[src/rtl/mem_share_pkg.sv]
// rtl/mem_share_pkg.sv - shared parameter defaults and FSM encoding for the memory-share arbiter
//
// Purpose: single home for the arbiter's parameter defaults and its state type,
// so the top and any future users of the shared column-bank port agree on them.
package mem_share_pkg;

  localparam int RQSTR_NUM_DEF          = 4;
  localparam int BIN_CODE_LEN_DEF       = 2;
  localparam int RQST_ADDR_BITWIDTH_DEF = 5;

  typedef enum logic {
    ST_IDLE  = 1'b0,
    ST_GRANT = 1'b1
  } state_t;

endpackage

[src/rtl/mem_share_rr_prio_enc.sv]
// rtl/mem_share_rr_prio_enc.sv - wrap-around masked priority encoder for round-robin selection
//
// Purpose: picks the first set request bit at index >= ptr_i; if none, the
// lowest set bit overall. Purely combinational.
// Ports:
//   rqst_i          request vector
//   ptr_i           priority pointer (search start index)
//   winner_onehot_o one-hot winner, zero when no request is set
//   winner_bin_o    binary winner index, zero when no request is set
module mem_share_rr_prio_enc
  import mem_share_pkg::*;
#(
  parameter int RQSTR_NUM    = RQSTR_NUM_DEF,
  parameter int BIN_CODE_LEN = BIN_CODE_LEN_DEF
) (
  input  logic [RQSTR_NUM-1:0]    rqst_i,
  input  logic [BIN_CODE_LEN-1:0] ptr_i,
  output logic [RQSTR_NUM-1:0]    winner_onehot_o,
  output logic [BIN_CODE_LEN-1:0] winner_bin_o
);

  logic                    w_hit_hi;
  logic                    w_hit_lo;
  logic [BIN_CODE_LEN-1:0] w_hi_bin;
  logic [BIN_CODE_LEN-1:0] w_lo_bin;

  always_comb begin
    w_hit_hi        = 1'b0;
    w_hit_lo        = 1'b0;
    w_hi_bin        = '0;
    w_lo_bin        = '0;
    winner_onehot_o = '0;
    winner_bin_o    = '0;
    // Scan downward so the last hit recorded is the lowest qualifying index.
    for (int i = RQSTR_NUM - 1; i >= 0; i--) begin
      if (rqst_i[i]) begin
        w_hit_lo = 1'b1;
        w_lo_bin = BIN_CODE_LEN'(i);
        if (i >= int'(ptr_i)) begin
          w_hit_hi = 1'b1;
          w_hi_bin = BIN_CODE_LEN'(i);
        end
      end
    end
    if (w_hit_hi) begin
      winner_bin_o = w_hi_bin;
    end else begin
      winner_bin_o = w_lo_bin;
    end
    if (w_hit_lo) begin
      winner_onehot_o = {{(RQSTR_NUM-1){1'b0}}, 1'b1} << winner_bin_o;
    end
  end

endmodule

[src/rtl/mem_share_rqst_arbiter.sv]
// rtl/mem_share_rqst_arbiter.sv - round-robin arbiter for one shared column-bank memory / IB-LUT
//
// Purpose: grants one of RQSTR_NUM requestors at a time, registers the grant
// and its column address, and holds it until downstream accepts. Back-to-back
// grants are issued on acceptance while requests remain.
// Ports:
//   sys_clk       clock, rising edge
//   rst           synchronous active-high reset
//   rqst_i        request vector, bit k = requestor k
//   rqst_addr_i   packed column addresses, slice k = requestor k
//   gnt_onehot_o  registered one-hot grant
//   gnt_bin_o     registered binary grant index
//   gnt_addr_o    registered column address of the granted requestor
//   gnt_valid_o   grant outputs hold a valid grant
//   gnt_ready_i   downstream accepts the grant
module mem_share_rqst_arbiter
  import mem_share_pkg::*;
#(
  parameter int RQSTR_NUM          = RQSTR_NUM_DEF,
  parameter int BIN_CODE_LEN       = BIN_CODE_LEN_DEF,
  parameter int RQST_ADDR_BITWIDTH = RQST_ADDR_BITWIDTH_DEF
) (
  input  logic                                    sys_clk,
  input  logic                                    rst,
  input  logic [RQSTR_NUM-1:0]                    rqst_i,
  input  logic [RQSTR_NUM*RQST_ADDR_BITWIDTH-1:0] rqst_addr_i,
  output logic [RQSTR_NUM-1:0]                    gnt_onehot_o,
  output logic [BIN_CODE_LEN-1:0]                 gnt_bin_o,
  output logic [RQST_ADDR_BITWIDTH-1:0]           gnt_addr_o,
  output logic                                    gnt_valid_o,
  input  logic                                    gnt_ready_i
);

  state_t                        r_state;
  state_t                        w_state_nxt;
  logic [BIN_CODE_LEN-1:0]       r_ptr;
  logic [BIN_CODE_LEN-1:0]       w_ptr_nxt;
  logic [BIN_CODE_LEN-1:0]       w_ptr_inc;
  logic [RQSTR_NUM-1:0]          r_gnt_onehot;
  logic [RQSTR_NUM-1:0]          w_onehot_nxt;
  logic [BIN_CODE_LEN-1:0]       r_gnt_bin;
  logic [BIN_CODE_LEN-1:0]       w_bin_nxt;
  logic [RQST_ADDR_BITWIDTH-1:0] r_gnt_addr;
  logic [RQST_ADDR_BITWIDTH-1:0] w_addr_nxt;
  logic                          w_accept;
  logic                          w_any_rqst;
  logic [RQSTR_NUM-1:0]          w_win_onehot;
  logic [BIN_CODE_LEN-1:0]       w_win_bin;
  logic [RQST_ADDR_BITWIDTH-1:0] w_win_addr;

  assign w_accept   = (r_state == ST_GRANT) && gnt_ready_i;
  assign w_any_rqst = |rqst_i;
  assign w_ptr_inc  = (r_gnt_bin == BIN_CODE_LEN'(RQSTR_NUM - 1)) ? '0 : r_gnt_bin + 1'b1;
  // The encoder sees the post-acceptance pointer so a back-to-back grant
  // already skips past the requestor just served.
  assign w_ptr_nxt  = w_accept ? w_ptr_inc : r_ptr;
  assign w_win_addr = rqst_addr_i[w_win_bin*RQST_ADDR_BITWIDTH +: RQST_ADDR_BITWIDTH];

  mem_share_rr_prio_enc #(
    .RQSTR_NUM    (RQSTR_NUM),
    .BIN_CODE_LEN (BIN_CODE_LEN)
  ) u_prio_enc (
    .rqst_i          (rqst_i),
    .ptr_i           (w_ptr_nxt),
    .winner_onehot_o (w_win_onehot),
    .winner_bin_o    (w_win_bin)
  );

  always_comb begin
    w_state_nxt  = r_state;
    w_onehot_nxt = r_gnt_onehot;
    w_bin_nxt    = r_gnt_bin;
    w_addr_nxt   = r_gnt_addr;
    case (r_state)
      ST_IDLE: begin
        if (w_any_rqst) begin
          w_state_nxt  = ST_GRANT;
          w_onehot_nxt = w_win_onehot;
          w_bin_nxt    = w_win_bin;
          w_addr_nxt   = w_win_addr;
        end
      end
      ST_GRANT: begin
        if (w_accept) begin
          if (w_any_rqst) begin
            w_onehot_nxt = w_win_onehot;
            w_bin_nxt    = w_win_bin;
            w_addr_nxt   = w_win_addr;
          end else begin
            w_state_nxt  = ST_IDLE;
            w_onehot_nxt = '0;
            w_bin_nxt    = '0;
            w_addr_nxt   = '0;
          end
        end
      end
      default: begin
        w_state_nxt  = ST_IDLE;
        w_onehot_nxt = '0;
        w_bin_nxt    = '0;
        w_addr_nxt   = '0;
      end
    endcase
  end

  always_ff @(posedge sys_clk) begin
    if (rst) begin
      r_state      <= ST_IDLE;
      r_ptr        <= '0;
      r_gnt_onehot <= '0;
      r_gnt_bin    <= '0;
      r_gnt_addr   <= '0;
    end else begin
      r_state      <= w_state_nxt;
      r_ptr        <= w_ptr_nxt;
      r_gnt_onehot <= w_onehot_nxt;
      r_gnt_bin    <= w_bin_nxt;
      r_gnt_addr   <= w_addr_nxt;
    end
  end

  assign gnt_onehot_o = r_gnt_onehot;
  assign gnt_bin_o    = r_gnt_bin;
  assign gnt_addr_o   = r_gnt_addr;
  assign gnt_valid_o  = (r_state == ST_GRANT);

endmodule

[config.mk]
export PLATFORM = sky130hd
export DESIGN_NAME = mem_share_rqst_arbiter
export DESIGN_NICKNAME = d
export VERILOG_FILES = /design/src/rtl/mem_share_pkg.sv /design/src/rtl/mem_share_rr_prio_enc.sv /design/src/rtl/mem_share_rqst_arbiter.sv
export SDC_FILE = /design/constraint.sdc
export NUM_CORES = 1
export LEC_CHECK = 0
export ABC_AREA = 1
export CAP_MARGIN = 20
export CELL_PAD_IN_SITES_DETAIL_PLACEMENT = 2
export CELL_PAD_IN_SITES_GLOBAL_PLACEMENT = 2
export CORE_MARGIN = 1
export CORE_UTILIZATION = 22
export DETAILED_ROUTE_END_ITERATION = 8
export GPL_ROUTABILITY_DRIVEN = 0
export GPL_TIMING_DRIVEN = 0
export PLACE_DENSITY_LB_ADDON = 0.2
export SYNTH_ARGS = -nofsm -noshare
export SYNTH_HDL_FRONTEND = slang
export SYNTH_SLANG_ARGS = --single-unit
[constraint.sdc]
create_clock -name sys_clk -period 4.29 [get_ports sys_clk]
set_input_delay 0.6435 -clock sys_clk [delete_from_list [all_inputs] [get_ports sys_clk]]
set_output_delay 0.6435 -clock sys_clk [all_outputs]
set_load 0.01 [all_outputs]
# Word-level counts from Yosys, hierarchy flattened
# Index checks and enable logic that the tools add are counted.
# Widths: inputs -> output; s select.
[totals]
regBits = 14
latchBits = 0
ramBits = 0
mem_bits_ro = 0
output_inout_bits = 12
memories = 0
[classes]
add_sub_neg = 1
n_mul = 1
div = 0
magnitude_cmp = 3
eq_ne = 3
shifts = 2
muxes = 39
n_bitwise = 1
reduce_logical = 3
[ops]
columns = ["operator", "n"]
rows = [
  ["$mux 2", 16],
  ["$shiftx 20x6->5", 1],
  ["$mux 4", 4],
  ["$mux 5", 3],
  ["$mux 1", 12],
  ["$pmux 5 s2", 1],
  ["$pmux 4 s2", 1],
  ["$mul 2x3->5 const B", 1],
  ["$ge 1x2->1 const A", 2],
  ["$pmux 2 s2", 1],
  ["$reduce_or 4->1", 1],
  ["$shl 1x2->4 const A", 1],
  ["$add 2x1->2 const B", 1],
  ["$eq 2x2->1 const B", 1],
  ["$ge 2x2->1 const A", 1],
  ["$ne 2x1->1 const B", 1],
  ["$ne 2x2->1 const B", 1],
  ["$pmux 1 s2", 1],
  ["$reduce_and 2->1", 1],
  ["$logic_and 1x1->1", 1],
  ["$not 1->1", 1],
]

# Longest topological paths before layout
# Gate-level depths: netlist of the first run.
[logic_depth]
depth_word = 16
depth_mapped = 16
depth_no_buf = 15

# Modules after synthesis
# Synthesis of the first run repeated with hierarchy kept, for this count alone.
[unflattened]
hier_cells = 158
hier_area_um2 = 988.4
[modules_own_cells]
columns = ["mod", "instances", "cells_per_inst", "area_each_um2", "seq_area_each_um2"]
rows = [
  ["mem_share_rqst_arbiter", 1, 129, 839.6, 280.3],
  ["mem_share_rr_prio_enc", 1, 29, 148.9, 0.0],
]

# Worst setup path before layout of the first run
# No wires, ideal clock.
[synth_path]
path_kind = "input-to-reg"
startpoint = "input port rqst_i[3]"
endpoint = "register r_gnt_addr[2], in the netlist gnt_addr_o[2]"
setup_ps = 69
arrival_ps = 1734
required_time_ps = 4221
slack_ps = 2488
path_stages = 14
path_buffers = 1
path_cell_list = "inv_1 > or2_2 > nand2_1 > nand2_1 > nand3_2 > inv_1 > nand2_2 > buf_4 > nand3_1 > nand2_1 > nand2_1 > nand2_1 > nand2_1 > a21oi_2"
[synth_between]
elab_chain_cells = 13
[synth_lines]
columns = ["element", "line_no", "text"]
rows = [
  ["start, declared", "mem_share_rqst_arbiter.sv:25", "input logic [RQSTR_NUM-1:0] rqst_i,"],
  ["$mux 2 or $mux 1 (tied branches)", "mem_share_rr_prio_enc.sv:36", "if (rqst_i[i]) begin"],
  ["$mux 2 or $mux 1 (tied branches)", "mem_share_rr_prio_enc.sv:39", "if (i >= int'(ptr_i)) begin"],
  ["$mux 2 or $mux 1 (tied branches)", "mem_share_rr_prio_enc.sv:36", ""],
  ["$mux 2 or $mux 1 (tied branches)", "mem_share_rr_prio_enc.sv:39", ""],
  ["$mux 2 or $mux 1 (tied branches)", "mem_share_rr_prio_enc.sv:36", ""],
  ["$mux 2 or $mux 1 (tied branches)", "mem_share_rr_prio_enc.sv:39", ""],
  ["$mux 2 or $mux 1 (tied branches)", "mem_share_rr_prio_enc.sv:36", ""],
  ["$mux 2", "mem_share_rr_prio_enc.sv:45", "if (w_hit_hi) begin"],
  ["$mul 2x3->5", "mem_share_rqst_arbiter.sv:57", "assign w_win_addr = rqst_addr_i[w_win_bin*RQST_ADDR_BITWIDTH +: RQST_ADDR_BITWIDTH];"],
  ["$shiftx 20x6->5", "mem_share_rqst_arbiter.sv:57", ""],
  ["$mux 5", "mem_share_rqst_arbiter.sv:85", "if (w_any_rqst) begin"],
  ["$mux 5", "mem_share_rqst_arbiter.sv:84", "if (w_accept) begin"],
  ["$pmux 5 s2", "mem_share_rqst_arbiter.sv:74", "case (r_state)"],
  ["end signal, assigned", "mem_share_rqst_arbiter.sv:118", "r_gnt_addr <= w_addr_nxt;"],
  ["end, declared", "mem_share_rqst_arbiter.sv:43", "logic [RQST_ADDR_BITWIDTH-1:0] r_gnt_addr;"],
]
# Parallel ways exist; a longest one is shown, timed or not. The select of a mux whose other input is x is not followed.
# A chain may end at the register's enable or synchronous reset.

# Worst setup path after layout of the first run
[layout_path]
startpoint = "input port gnt_ready_i"
endpoint = "register r_gnt_addr[0], in the netlist gnt_addr_o[0]"
[layout_between]
elab_chain_cells = 15
[layout_lines]
columns = ["element", "line_no", "text"]
rows = [
  ["start, declared", "mem_share_rqst_arbiter.sv:31", "input logic gnt_ready_i"],
  ["$logic_and 1x1->1 *", "mem_share_rqst_arbiter.sv:51", "assign w_accept = (r_state == ST_GRANT) && gnt_ready_i;"],
  ["$mux 2", "mem_share_rqst_arbiter.sv:56", "assign w_ptr_nxt = w_accept ? w_ptr_inc : r_ptr;"],
  ["$ge 2x2->1", "mem_share_rr_prio_enc.sv:39", ""],
  ["$mux 2 or $mux 1 (tied branches)", "mem_share_rr_prio_enc.sv:39", ""],
  ["$mux 2 or $mux 1 (tied branches)", "mem_share_rr_prio_enc.sv:36", ""],
  ["$mux 2 or $mux 1 (tied branches)", "mem_share_rr_prio_enc.sv:39", ""],
  ["$mux 2 or $mux 1 (tied branches)", "mem_share_rr_prio_enc.sv:36", ""],
  ["$mux 2 or $mux 1 (tied branches)", "mem_share_rr_prio_enc.sv:39", ""],
  ["$mux 2 or $mux 1 (tied branches)", "mem_share_rr_prio_enc.sv:36", ""],
  ["$mux 2", "mem_share_rr_prio_enc.sv:45", ""],
  ["$mul 2x3->5", "mem_share_rqst_arbiter.sv:57", ""],
  ["$shiftx 20x6->5", "mem_share_rqst_arbiter.sv:57", ""],
  ["$mux 5", "mem_share_rqst_arbiter.sv:85", ""],
  ["$mux 5", "mem_share_rqst_arbiter.sv:84", ""],
  ["$pmux 5 s2", "mem_share_rqst_arbiter.sv:74", ""],
]
# Every way passes the cells marked *; elsewhere a longest branch is shown, timed or not. The select of a mux whose other input is x is not followed.

==> metrics.yaml, run 1 <==
finish:
  n_antenna_cell: 0
  fraction_of_layout_cells_with_a_size_suffix_above_1: 0.1313
  final_cell_count_no_fill: 248
  syn2layout_area_growth_pct: 53.35
  final_net_count: 227
timing:
  fin_worst_skew_ns: 0.004236
  worst_slew_margin_rel: 0.6274
  setup_viol_count_final: 0
  layout_min_cycle_time_ns: 2.338
  min_period_over_period: 0.5451
  layout_setup_ws_ns: 1.952
  tightestPinTransition_ns: 0.5589
  finalHoldViolations: 0
  final_max_slew_viols: 0
  final.setup.tns_ns: 0
  fmax_mhz: 427.7
  grt_setup_unrepaired: "no"
setup_path:
  cp_cell_sequence: "clkdlybuf4s50_1, nand2_2, inv_2, nand2_1, nand2_1, nand2_1, nand2_1, nand2_2, inv_1, nand2_1, nand2_2, inv_1, nand2_1, nand2_1, nand2_1, a21oi_2"
  cp.arrival_ns: 2.46
  critical_path_fanouts_max: 8
  slowest_delay_ns: 0.52
  worst_setup_path_end_kind: "flop"
  worst_path_most_repeated_cell: "sky130_fd_sc_hd__nand2_1"
  critical_path.slowest_cell: "sky130_fd_sc_hd__clkdlybuf4s50_1"
  setup.worst_path.class: "primary input to flop"
  critPathTopFamily: "simple AND/OR/NAND/NOR gates"
  crit_buf_inv: 4
  worstPathRequired_ns: 4.41
  kind_of_launch_point_of_the_worst_setup_path: "primary input"
die:
  die_height_um: 67.14
  core-area_mm2: 0.004029
  num_rows: 23
  die_width_um: 67.14
  initial_core_util: 0.2317
  fp.dieArea_mm2: 0.004507
  boundaryPins: 39
synth:
  post_synth_inst_count: 156
  avgSynthCellArea_um2: 5.983
  synth.top_cells.by_area: "sky130_fd_sc_hd__dfxtp_1 (30%), sky130_fd_sc_hd__nand2_1 (29%), sky130_fd_sc_hd__nand3_1 (8.6%)"
  ys.flop_type: "sky130_fd_sc_hd__dfxtp_1"
  synth-edff-count: 0
  yosysWarningCount: 0
  netlist_area_um2: 933.4
  share_of_synthesized_flip_flops_with_an_asynchronous_set_or_reset: 0
  synth_common_cells: "sky130_fd_sc_hd__nand2_1 (73), sky130_fd_sc_hd__nand3_1 (16), sky130_fd_sc_hd__dfxtp_1 (14), sky130_fd_sc_hd__inv_1 (14)"
  synth_cell_type_count: 20
  ff_latch_count_synth: 14
  post-synth-top-count-cell: "sky130_fd_sc_hd__nand2_1"
  postSynthNetCount: 184
  synth_largest_type_area_fraction: 0.3003
  sequential_share_of_the_synthesized_area: 0.3003
  yosysTopAreaCell: "sky130_fd_sc_hd__dfxtp_1"
clock_tree:
  cts_hold_buf: 0
  clock_tree_from_tritoncts: "done"
  cts_buffers: 3
  worstSkewPairLatency_ns: 0.25
  ctsRootBufferMaster: "sky130_fd_sc_hd__clkbuf_8"
  cts.clk_slew.worst_paths_ns: 0.06
  clock_sinks: 14
  clk_path_buf_depth: 2
  cells_resized_by_post_cts_repair: 0
  htree_num_levels: 1
  cts_setup_buffers: 0
place:
  dp_hpwl_um: 2620
  dp_worst_setup_slack_ns: 1.632
  numPortBuffers: 38
  numPlacedInstances: 244
grt:
  grt_antenna_before_repair: 0
  grt_max_degree: 11
  grtUsageTotal: 0.1571
  grt_first_pass_wirelength_um: 5333
  grt_pass1_vias: 1235
  global_route.overflow_total: 0
drt:
  drc: 0
  post_drt_via_cell_ratio: 4.452
  num_vias: 1104
  detailedRoute.firstIterationViolations: 18
  drt-wirelength-per-cell_um: 12.77
  first_pass_iters: 4
  postRouteAntennaNets: 0
  postRouteWirelength_um: 3166
power:
  worst_ir_drop_vdd_v: 0.00008688
  power.static_leakage_uw: 0.0006747
  power_per_cell_area_mw_per_mm2: 311.2
run:
  max_cap_viol_count: 0
outcome:
  run_status: "complete, no violations"
worst_hold_path:
  hold_class: "flop to flop"
==> worst paths after layout <==
kind | to | slack [ns] | start | cells after the start
worst max-delay path | gnt_addr_o[0] | 1.95 | gnt_ready_i | 16
worst min-delay path | gnt_onehot_o[0] | 0.47 | gnt_onehot_o[0] | 2
worst max register to register | gnt_addr_o[0] | 2.23 | gnt_bin_o[0] | 15
worst min register to register | gnt_onehot_o[0] | 0.47 | gnt_onehot_o[0] | 2
==> registers in the layout (all words and copies together), names as in the netlist <==
signal,count
gnt_addr_o,5
gnt_onehot_o,4
gnt_bin_o,2
r_ptr,2
gnt_valid_o,1
==> power by group <==
group / total (uW) / internal [uW] / leakage [uW] / switching [uW]
clock: 133 / 81.5 / 0.0000288 / 51.4
sequential: 150 / 142 / 0.000115 / 7.80
combinational: 162 / 76.1 / 0.000531 / 86.4
==> per-stage QoR <==
step           utilization  hold WS, ns  instance area, um2  total power, uW
3_3_place_gp        0.3416       0.4563                1376            311.2
2_1_floorplan            -       0.4839               933.4            244.5
3_5_place_dp        0.3416       0.4618                1376            318.7
6_report            0.3553       0.4671                1431            445.4
5_1_grt             0.3553       0.4940                1431            477.4
4_1_cts             0.3553       0.4709                1431            452.7
==> layer usage <==
| metal | GRT usage | vias up | share of wire |
|---|---|---|---|
| met3 | 0.02027 | 5 | 0.034 |
| met2 | 0.2863 | 28 | 0.50 |
| li1 | - | 568 | - |
| met5 | 0 | - | 0 |
| met1 | 0.1799 | 503 | 0.45 |
| met4 | 0.07181 | 0 | 0.019 |
==> layout by cell type, fill, tap and decap left out, types with 2 or more instances in the layout <==
master / n
sky130_fd_sc_hd__nand4_1: 2
sky130_fd_sc_hd__a21oi_2: 5
sky130_fd_sc_hd__inv_1: 14
sky130_fd_sc_hd__dfxtp_1: 14
sky130_fd_sc_hd__inv_2: 2
sky130_fd_sc_hd__a21oi_1: 6
sky130_fd_sc_hd__nand2_1: 73
sky130_fd_sc_hd__clkdlybuf4s50_1: 38
sky130_fd_sc_hd__nand3_2: 2
sky130_fd_sc_hd__nor2_1: 6
sky130_fd_sc_hd__buf_2: 2
sky130_fd_sc_hd__nand2_2: 6
sky130_fd_sc_hd__nand3_1: 16
sky130_fd_sc_hd__clkbuf_8: 4
==> kinds of logic (layout without fill, tap and decap cells) <==
group	Yosys count	in the layout	synth area share
AO/OA/AOI/OAI	13	13	0.09786
AND/OR/NAND/NOR	106	106	0.4853
adder cells (fa/ha/maj)	1	1	0.01340
buffers and inverters	22	64	0.1032
flip-flops	14	14	0.3003
==> cell type report <==
cell class	count	area [um2]
Buffer	6	36.28
Clock buffer	4	55.05
Fill cell	522	2597
Inverter	16	60.06
Multi-Input combinational cell	120	556.8
Sequential cell	14	280.3
Tap cell	50	62.56
Timing Repair Buffer	38	380.4
==> worst register-to-register path, stage by stage (launching register included) <==
cell	delay [ns]
sky130_fd_sc_hd__dfxtp_1	0.41
sky130_fd_sc_hd__ha_1	0.28
sky130_fd_sc_hd__inv_1	0.07
sky130_fd_sc_hd__nand3_1	0.08
sky130_fd_sc_hd__nand2_2	0.11
sky130_fd_sc_hd__nand2_2	0.08
sky130_fd_sc_hd__nand3_1	0.09
sky130_fd_sc_hd__nand2_1	0.07
sky130_fd_sc_hd__inv_2	0.09
sky130_fd_sc_hd__buf_2	0.22
sky130_fd_sc_hd__nand3_1	0.10
sky130_fd_sc_hd__nand2_1	0.09
sky130_fd_sc_hd__nand2_1	0.05
sky130_fd_sc_hd__nand2_1	0.06
sky130_fd_sc_hd__nand2_1	0.07
sky130_fd_sc_hd__a21oi_2	0.12
Power figures use the tool's default switching activity.
==> run 2, diff against run 1 <==
CORE_UTILIZATION = 20   (was 22)
clock period = 2.3 ns   (was 4.29 ns; I/O delays follow)
==> metrics.yaml, run 2 (same netlist as run 1, synthesis figures left out) <==
finish:
  fraction_of_layout_cells_with_a_size_suffix_above_1: 0.1364  # +0.005051
  final_common_cell: "sky130_fd_sc_hd__nand2_1"
  n_antenna_cell: 0  # unchanged
  final_net_count: 227  # unchanged
  fin_util: 0.3248  # -0.03045
  layout.cells.most_common_list: "sky130_fd_sc_hd__nand2_1 (73), sky130_fd_sc_hd__clkdlybuf4s50_1 (38), sky130_fd_sc_hd__nand3_1 (16)"
  syn2layout_area_growth_pct: 53.62
  number_of_fillers_in_the_final_layout: 547  # +4.8%
  largest_register_ffs: 5  # unchanged
timing:
  fmax_mhz: 489.0
  finalHoldViolations: 0  # unchanged
  worst_slew_margin_rel: 0.6399  # +0.01248
  grt_setup_unrepaired: "no"
  final_max_slew_viols: 0  # unchanged
  setup_viol_count_final: 0  # unchanged
  final.setup.tns_ns: 0  # unchanged
  fin_worst_skew_ns: 0.002481  # -0.001755 ns
  tightestPinTransition_ns: 0.5402  # -0.01873 ns
  layout_min_cycle_time_ns: 2.045
  min_period_over_period: 0.8892
grt:
  grt_pass1_vias: 1177  # -4.7%
  grt_util_met1: 0.1655  # -0.01437
  grt_max_degree: 11  # unchanged
  grt_first_pass_wirelength_um: 5292  # -0.77%
  grt_antenna_before_repair: 0  # unchanged
  gr-usage-met2: 0.2296  # -0.05662
  grtUsageTotal: 0.1323  # -0.02484
  grt.met3_usage: 0.008658  # -0.01161
  grt-busiest-layer: "met2"
  global_route.overflow_total: 0  # unchanged
setup_path:
  ff2ff_setup_slack_ns: 0.26  # -1.97 ns
  worstPathRequired_ns: 2.41  # -2.00 ns
  crit_buf_inv: 4  # unchanged
  cp.arrival_ns: 2.15  # -0.31 ns
  regToRegStartpoint: "gnt_bin_o[0]"
  crit_path_end: "gnt_addr_o[3]"
  critPathTopFamily: "buffers and inverters"
  worst_r2r_endpoint: "gnt_addr_o[3]"
  kind_of_launch_point_of_the_worst_setup_path: "primary input"
  worst_path_most_repeated_cell: "sky130_fd_sc_hd__nand2_1"
  timing.reg2reg.worst_path_depth: 15  # unchanged
  cp_cell_sequence: "clkdlybuf4s50_1, nand2_2, inv_2, nand2_1, nand2_1, nand2_1, nand2_1, nand2_2, inv_1, nand2_2, buf_4, nand3_1, nand2_1, nand2_1, nand2_1, nand2_1, a21oi_2"
  critical_path_cell_count: 17  # +1
  setup.worst_path.class: "primary input to flop"
  slowest_delay_ns: 0.52  # about the same
  worstSetupStartpoint: "gnt_ready_i"
  worst_setup_path_end_kind: "flop"
  critical_path_fanouts_max: 10  # +2
  critical_path.slowest_cell: "sky130_fd_sc_hd__clkdlybuf4s50_1"
die:
  initial_core_util: 0.2115  # -0.02023
  core-area_mm2: 0.004414  # +9.6%
  die_width_um: 70.32  # +4.7%
  boundaryPins: 39  # unchanged
  die_height_um: 70.32  # +4.7%
  num_rows: 24  # +4.3%
  fp.dieArea_mm2: 0.004944  # +9.7%
power:
  power.static_leakage_uw: 0.0006733  # -0.21%
  worst_ir_drop_vdd_v: 0.0001429  # +64%
  power_per_cell_area_mw_per_mm2: 571.0  # +84%
clock_tree:
  ctsRootBufferMaster: "sky130_fd_sc_hd__clkbuf_8"
  clock_sinks: 14  # unchanged
  worstSkewPairLatency_ns: 0.24  # about the same
  cts_buffers: 3  # unchanged
  htree_num_levels: 1  # unchanged
  cts.clk_slew.worst_paths_ns: 0.05  # about the same
  clk_path_buf_depth: 2  # unchanged
  cts_setup_buffers: 0  # unchanged
  clock_tree_from_tritoncts: "done"
drt:
  postRouteWirelength_um: 3074  # -2.9%
  first_pass_iters: 4  # unchanged
  drt-wirelength-per-cell_um: 12.30  # -3.7%
  drc: 0  # unchanged
  postRouteAntennaNets: 0  # unchanged
  post_drt_via_cell_ratio: 4.408  # -0.98%
  num_vias: 1102  # -0.18%
  detailedRoute.firstIterationViolations: 13  # -5
run:
  max_cap_viol_count: 0  # unchanged
worst_hold_path:
  hold_class: "flop to flop"
outcome:
  run_status: "complete, no violations"
place:
  dp_hpwl_um: 2638  # +0.69%
  numPortBuffers: 38  # unchanged
==> run 2: cell counts in the layout (fill, tap and decap cells not counted) <==
No cell type changed its count.
==> run 2: worst min-delay path by stage <==
stage	start	to	cells after the start
after floorplan	rst	gnt_addr_o[4]	1
after global placement	gnt_onehot_o[1]	gnt_onehot_o[1]	2
after detailed placement	gnt_onehot_o[0]	gnt_onehot_o[0]	2
after CTS	gnt_onehot_o[0]	gnt_onehot_o[0]	2
after global routing	gnt_addr_o[0]	gnt_addr_o[0]	2
final	gnt_onehot_o[0]	gnt_onehot_o[0]	2
==> run 2: metrics by stage <==
stage	area [um2]	total power [uW]	hold WS (ns)	worst slack, ns	cells
after detailed placement	1379	593.9	0.4688	-0.08592	246
final	1434	818.8	0.4748	0.2549	250
after floorplan	933.4	456.1	0.4074	0.5188	156
after CTS	1434	833.7	0.4769	0.1739	250
after global routing	1434	878.8	0.4990	0.02006	250
after global placement	1379	582.3	0.4561	-0.006008	246
==> run 2: layout make-up <==
class / instances / area, um2 / share of cell area
Buffer: 6 / 36.28 / 0.02531
Sequential cell: 14 / 280.3 / 0.1955
Multi-Input combinational cell: 120 / 556.8 / 0.3883
Tap cell: 52 / 65.06 / 0.04538
Clock buffer: 4 / 55.05 / 0.03839
Timing Repair Buffer: 38 / 380.4 / 0.2653
Inverter: 16 / 60.06 / 0.04188
==> run 2: per-layer routing <==
metal | up-vias | part of all wire
met5 | - | 0
met4 | 0 | 0.018
met3 | 4 | 0.018
met2 | 21 | 0.49
met1 | 509 | 0.47
li1 | 568 | -
==> run 2: worst min-delay path, stage by stage (launching register included) <==
cell                      delay (ns)
sky130_fd_sc_hd__dfxtp_1        0.31
sky130_fd_sc_hd__nand2_1        0.06
sky130_fd_sc_hd__a21oi_1        0.06
==> run 2: power by group <==
group	total [uW]	internal [uW]	switching, uW
combinational	303	142	161
sequential	280	265	14.5
clock	235	151	84.0
==> run 2: repair_timing <==
item | 4_1_cts | 5_1_grt
endpoints found under the setup margin | 0 | 2
hold buffers | 0 | 0
gates resized for setup | 0 | 1
==> edit 1 (config.mk and constraints of run 2) <==
The package constant `RQSTR_NUM_DEF` goes from 4 to 8.
--- a/src/rtl/mem_share_pkg.sv
+++ b/src/rtl/mem_share_pkg.sv
@@ -6,3 +6,3 @@
 
-  localparam int RQSTR_NUM_DEF          = 4;
+  localparam int RQSTR_NUM_DEF          = 8;
   localparam int BIN_CODE_LEN_DEF       = 2;
Interface: changed (resized gnt_onehot_o, rqst_addr_i and rqst_i); port bits go from 39 to 67. No check against the original RTL was run, so the function may have changed too.
==> edit 1 against run 2 <==
Largest cell class unchanged. Area after synthesis is 3.9% higher. Routed wire length is 7.4% higher. First-iteration DRC count is 69% higher. Critical path type unchanged. Highest routed layer unchanged. Sequential cell count stayed put. Critical endpoint unchanged. Final area is 7.9% higher. Power is 0.12% lower. Worst setup slack better by 0.0099 ns. Clock skew is 0.0015 ns lower.
==> edit 1: results (changes against run 2) <==
- FF-to-FF path depth: 16 (+1)
- Total Nets Final: 265 (+17%)
- Synth top area cells: dfxtp_1 (29%), nand2_1 (26%), nand3_1 (8.3%)
- Synth top cells by count: nand2_1 (67), nand3_1 (16), dfxtp_1 (14), inv_1 (13), a21oi_1 (11)
- PortBufs: 42 (+11%)
- Peak supply drop: 0.0002943 V (+110%)
- Via density: 4.436 (+0.63%)
- DRT iter0 DRCs: 22 (+9)
- Leak Pwr: 0.7230 nW (+7.4%)
- Max reg flops: 5 (unchanged)
- Placed cells: 258 (+4.9%)
- Final HPWL DP: 2.717 mm (+3.0%)
- Status: finished, final reports clean
- Vias in the first global route: 1,280 (+8.8%)
- Rel. slew slack: 66.15% (+2.2 points)
- CP arrival: 2.21 ns (+0.06 ns)
- Via count: 1,171 (+6.3%)
- Share of cells above drive strength 1: 15.57% (+1.9 points)
- Clock skew: 0.001024 ns (-0.001457 ns)
- FILL cells: 539 (-1.5%)
- Register area share after synthesis: 28.90% (-1.1 points)
- First-pass GRT wire length: 5.775 mm (+9.1%)
- Reg2Reg Setup Slack: 0.33 ns (+0.07 ns)
- Worst Hold Class: reg -> reg
- Met1 GRT Util: 16.52% (-0.027 points)
- Avg Inst Size Synth: 6.023 um^2 (+0.66%)
## edit 1: per-layer routing
metal | up-vias | share of wire [%]
met3 | 2 | 4.9
met2 | 26 | 54
met5 | - | 0
met1 | 554 | 41
li1 | 589 | -
met4 | 0 | 0.24
## edit 1: worst min-delay path by stage
stage / from / to / slack [ns] / depth (start not counted)
2_1_floorplan: rst / gnt_addr_o[1]$_SDFFE_PP0P_ / 0.41 / 1
3_3_place_gp: gnt_addr_o[2]$_SDFFE_PP0P_ / gnt_addr_o[2]$_SDFFE_PP0P_ / 0.46 / 2
3_5_place_dp: gnt_addr_o[2]$_SDFFE_PP0P_ / gnt_addr_o[2]$_SDFFE_PP0P_ / 0.46 / 2
4_1_cts: gnt_addr_o[2]$_SDFFE_PP0P_ / gnt_addr_o[2]$_SDFFE_PP0P_ / 0.47 / 2
5_1_grt: gnt_onehot_o[3]$_SDFFE_PP0P_ / gnt_onehot_o[3]$_SDFFE_PP0P_ / 0.50 / 2
6_report: gnt_onehot_o[3]$_SDFFE_PP0P_ / gnt_onehot_o[3]$_SDFFE_PP0P_ / 0.47 / 2
## edit 1: logic make-up after synthesis
family          count (synthesis)  share of synthesized area (%)
compound gates                 16                          9.549
fa+ha+maj                       1                          1.290
buf+inv                        25                          13.68
flops                          14                          28.90
other cells                     1                         0.3867
simple gates                  104                          46.19
## edit 1: worst max-delay path, stage by stage
cell and delay [ns]:
clkdlybuf4s50_1 0.50, nand2_2 0.10, clkinv_2 0.08, nand2_2 0.05
nand2_2 0.07, nand2_1 0.06, nand2_2 0.10, nand2_1 0.08
nor2_2 0.10, nand2_2 0.08, nand2_4 0.10, buf_8 0.14
nand2_2 0.05, nand2_1 0.06, nand2_1 0.05, nand2_1 0.07
nand2_1 0.05, a21oi_1 0.12
## edit 1: through the flow
stage	total power [mW]	setup slack, ns	cell area, um^2	hold slack, ns	setup TNS, ns
after floorplan	0.4415	0.5471	980.9	0.4141	0
after global placement	0.5685	-0.1286	1466	0.4557	-0.6165
after detailed placement	0.5781	-0.1476	1466	0.4631	-1.174
final	0.8178	0.2648	1548	0.4702	0
after CTS	0.8252	0.1146	1521	0.4733	0
after global routing	0.8787	0.006835	1548	0.5037	0
## edit 1: layout make-up
type                       instances  area share [%]
multi-input combinational        125           37.19
tap                               52           4.204
buffer                             9           4.608
timing repair buffer              44           28.13
inverter                          16           4.204
sequential                        14           18.11
clock buffer                       4           3.557
## edit 1: power breakdown
group | switching (mW) | internal [mW] | total, mW
Combinational | 0.151 | 0.148 | 0.299
Clock | 0.0915 | 0.152 | 0.243
Sequential | 0.0121 | 0.263 | 0.275
Total | 0.255 | 0.563 | 0.818
## edit 1: timing repair
action                                 CTS  global route
endpoints found under the hold margin    0             0
resized for setup                        0             2
setup buffers                            0             2
hold buffers                             0             0
setup endpoints to repair                0            11
==> edit 2 (settings of run 2) <==
Made on the original files. Take the reset off `r_gnt_addr` and load it in a clocked block of its own.
--- a/src/rtl/mem_share_rqst_arbiter.sv
+++ b/src/rtl/mem_share_rqst_arbiter.sv
@@ -111,3 +111,2 @@
       r_gnt_bin    <= '0;
-      r_gnt_addr   <= '0;
     end else begin
@@ -117,4 +116,7 @@
       r_gnt_bin    <= w_bin_nxt;
-      r_gnt_addr   <= w_addr_nxt;
     end
+  end
+
+  always_ff @(posedge sys_clk) begin
+    r_gnt_addr <= w_addr_nxt;
   end
Function: changed (Yosys sat finds a counterexample within 4 cycles, from zero or initial values and one cycle with rst high).
==> edit 2 against run 2 <==
Combinational power grew 4%. Sequential power is 10% higher. Power increased by 1.1%. Final area shrank 1.1%. Fmax fell by 3.0%. Area after synthesis rose by 0.40%. Sequential cell count is the same. Critical path depth down 4. Routed wire length is 1.6% higher. Worst setup slack got worse by 0.063 ns. Highest routed layer unchanged.
==> edit 2: results (changes against run 2) <==
- Tot GR Track Use: 14.05% (+0.82 points)
- Leak Pwr: 0.6135 nW (-8.9%)
- Non-clk invs: 12 (-4)
- Place WS: -0.06548 ns (+0.02044 ns)
- Peak supply drop: 0.0002140 V (+50%)
- Post-DP Area: 1373 um^2 (-0.45%)
- Synth top cells by count: nand2_1 (32), nor2_1 (20), inv_1 (11), nand3_1 (11), nand4_1 (11)
- Final HPWL DP: 2.686 mm (+1.8%)
- Placed cells: 219 (-11%)
- Share of cells above drive strength 1: 11.11% (-2.5 points)
- Crit-path leading delay family: simple AND/OR/NAND/NOR gates
- Fin crit share: 91.67% (+2.7 points)
- CP arrival: 2.09 ns (-0.06 ns)
- Synth Area in Compound Gates: 8.945% (-0.84 points)
- Total Nets Final: 200 (-12%)
- Register area share after synthesis: 35.25% (+5.2 points)
- Flop pwr share: 37.3% (+3.1 points)
- Post-Route WL: 3.124 mm (+1.6%)
- Drt first pass iters: 3 (-1)
- Wire length on met2: 1.622 mm (+7.9%)
- FILL cells: 518 (-5.3%)
- Crit-path max cell delay: 0.55 ns (+0.03 ns)
- Non-clock buffering overhead: 27.98% (-1.1 points)
- Clock-net power: 0.203 mW (-14%)
- Pint: 0.5601 mW (+0.17%)
- Avg Inst Size Synth: 7.209 um^2 (+20%)
- Metal3 WL: 68 um (+21%)
- Register Area: 330.3 um^2 (+18%)
- P per Cell Area: 583.7 nW/um^2 (+2.2%)
- Status: finished, final reports clean
- Share of cell area taken by multi-input logic gates: 37.78% (-1.1 points)
- Global routing usage on met3: 1.299% (+0.43 points)
- PortBufs: 37 (-2.6%)
- Area share of fa/ha/maj cells after synthesis: 1.335% (-0.0054 points)
- Vias in the first global route: 1,128 (-4.2%)
[edit 2: cell types whose count changed after synthesis, moves of 4 or more]
cell / before / now
nand2_4: 0 / 5
nor2_1: 6 / 20
a21oi_1: 6 / 10
dfxtp_1: 14 / 9
edfxtp_1: 0 / 5
nand2_2: 6 / 2
nand4_1: 2 / 11
a21oi_2: 5 / 0
nand2_1: 73 / 32
nand3_1: 16 / 11
[edit 2: path summary, 6_finish.rpt]
check | from | cells after the start | to
max | gnt_ready_i | 13 | gnt_addr_o[4]$_DFFE_PP_
min | gnt_onehot_o[0]$_SDFFE_PP0P_ | 2 | gnt_onehot_o[0]$_SDFFE_PP0P_
max reg2reg | gnt_bin_o[0]$_SDFFE_PP0P_ | 11 | gnt_addr_o[4]$_DFFE_PP_
min reg2reg | gnt_onehot_o[0]$_SDFFE_PP0P_ | 2 | gnt_onehot_o[0]$_SDFFE_PP0P_
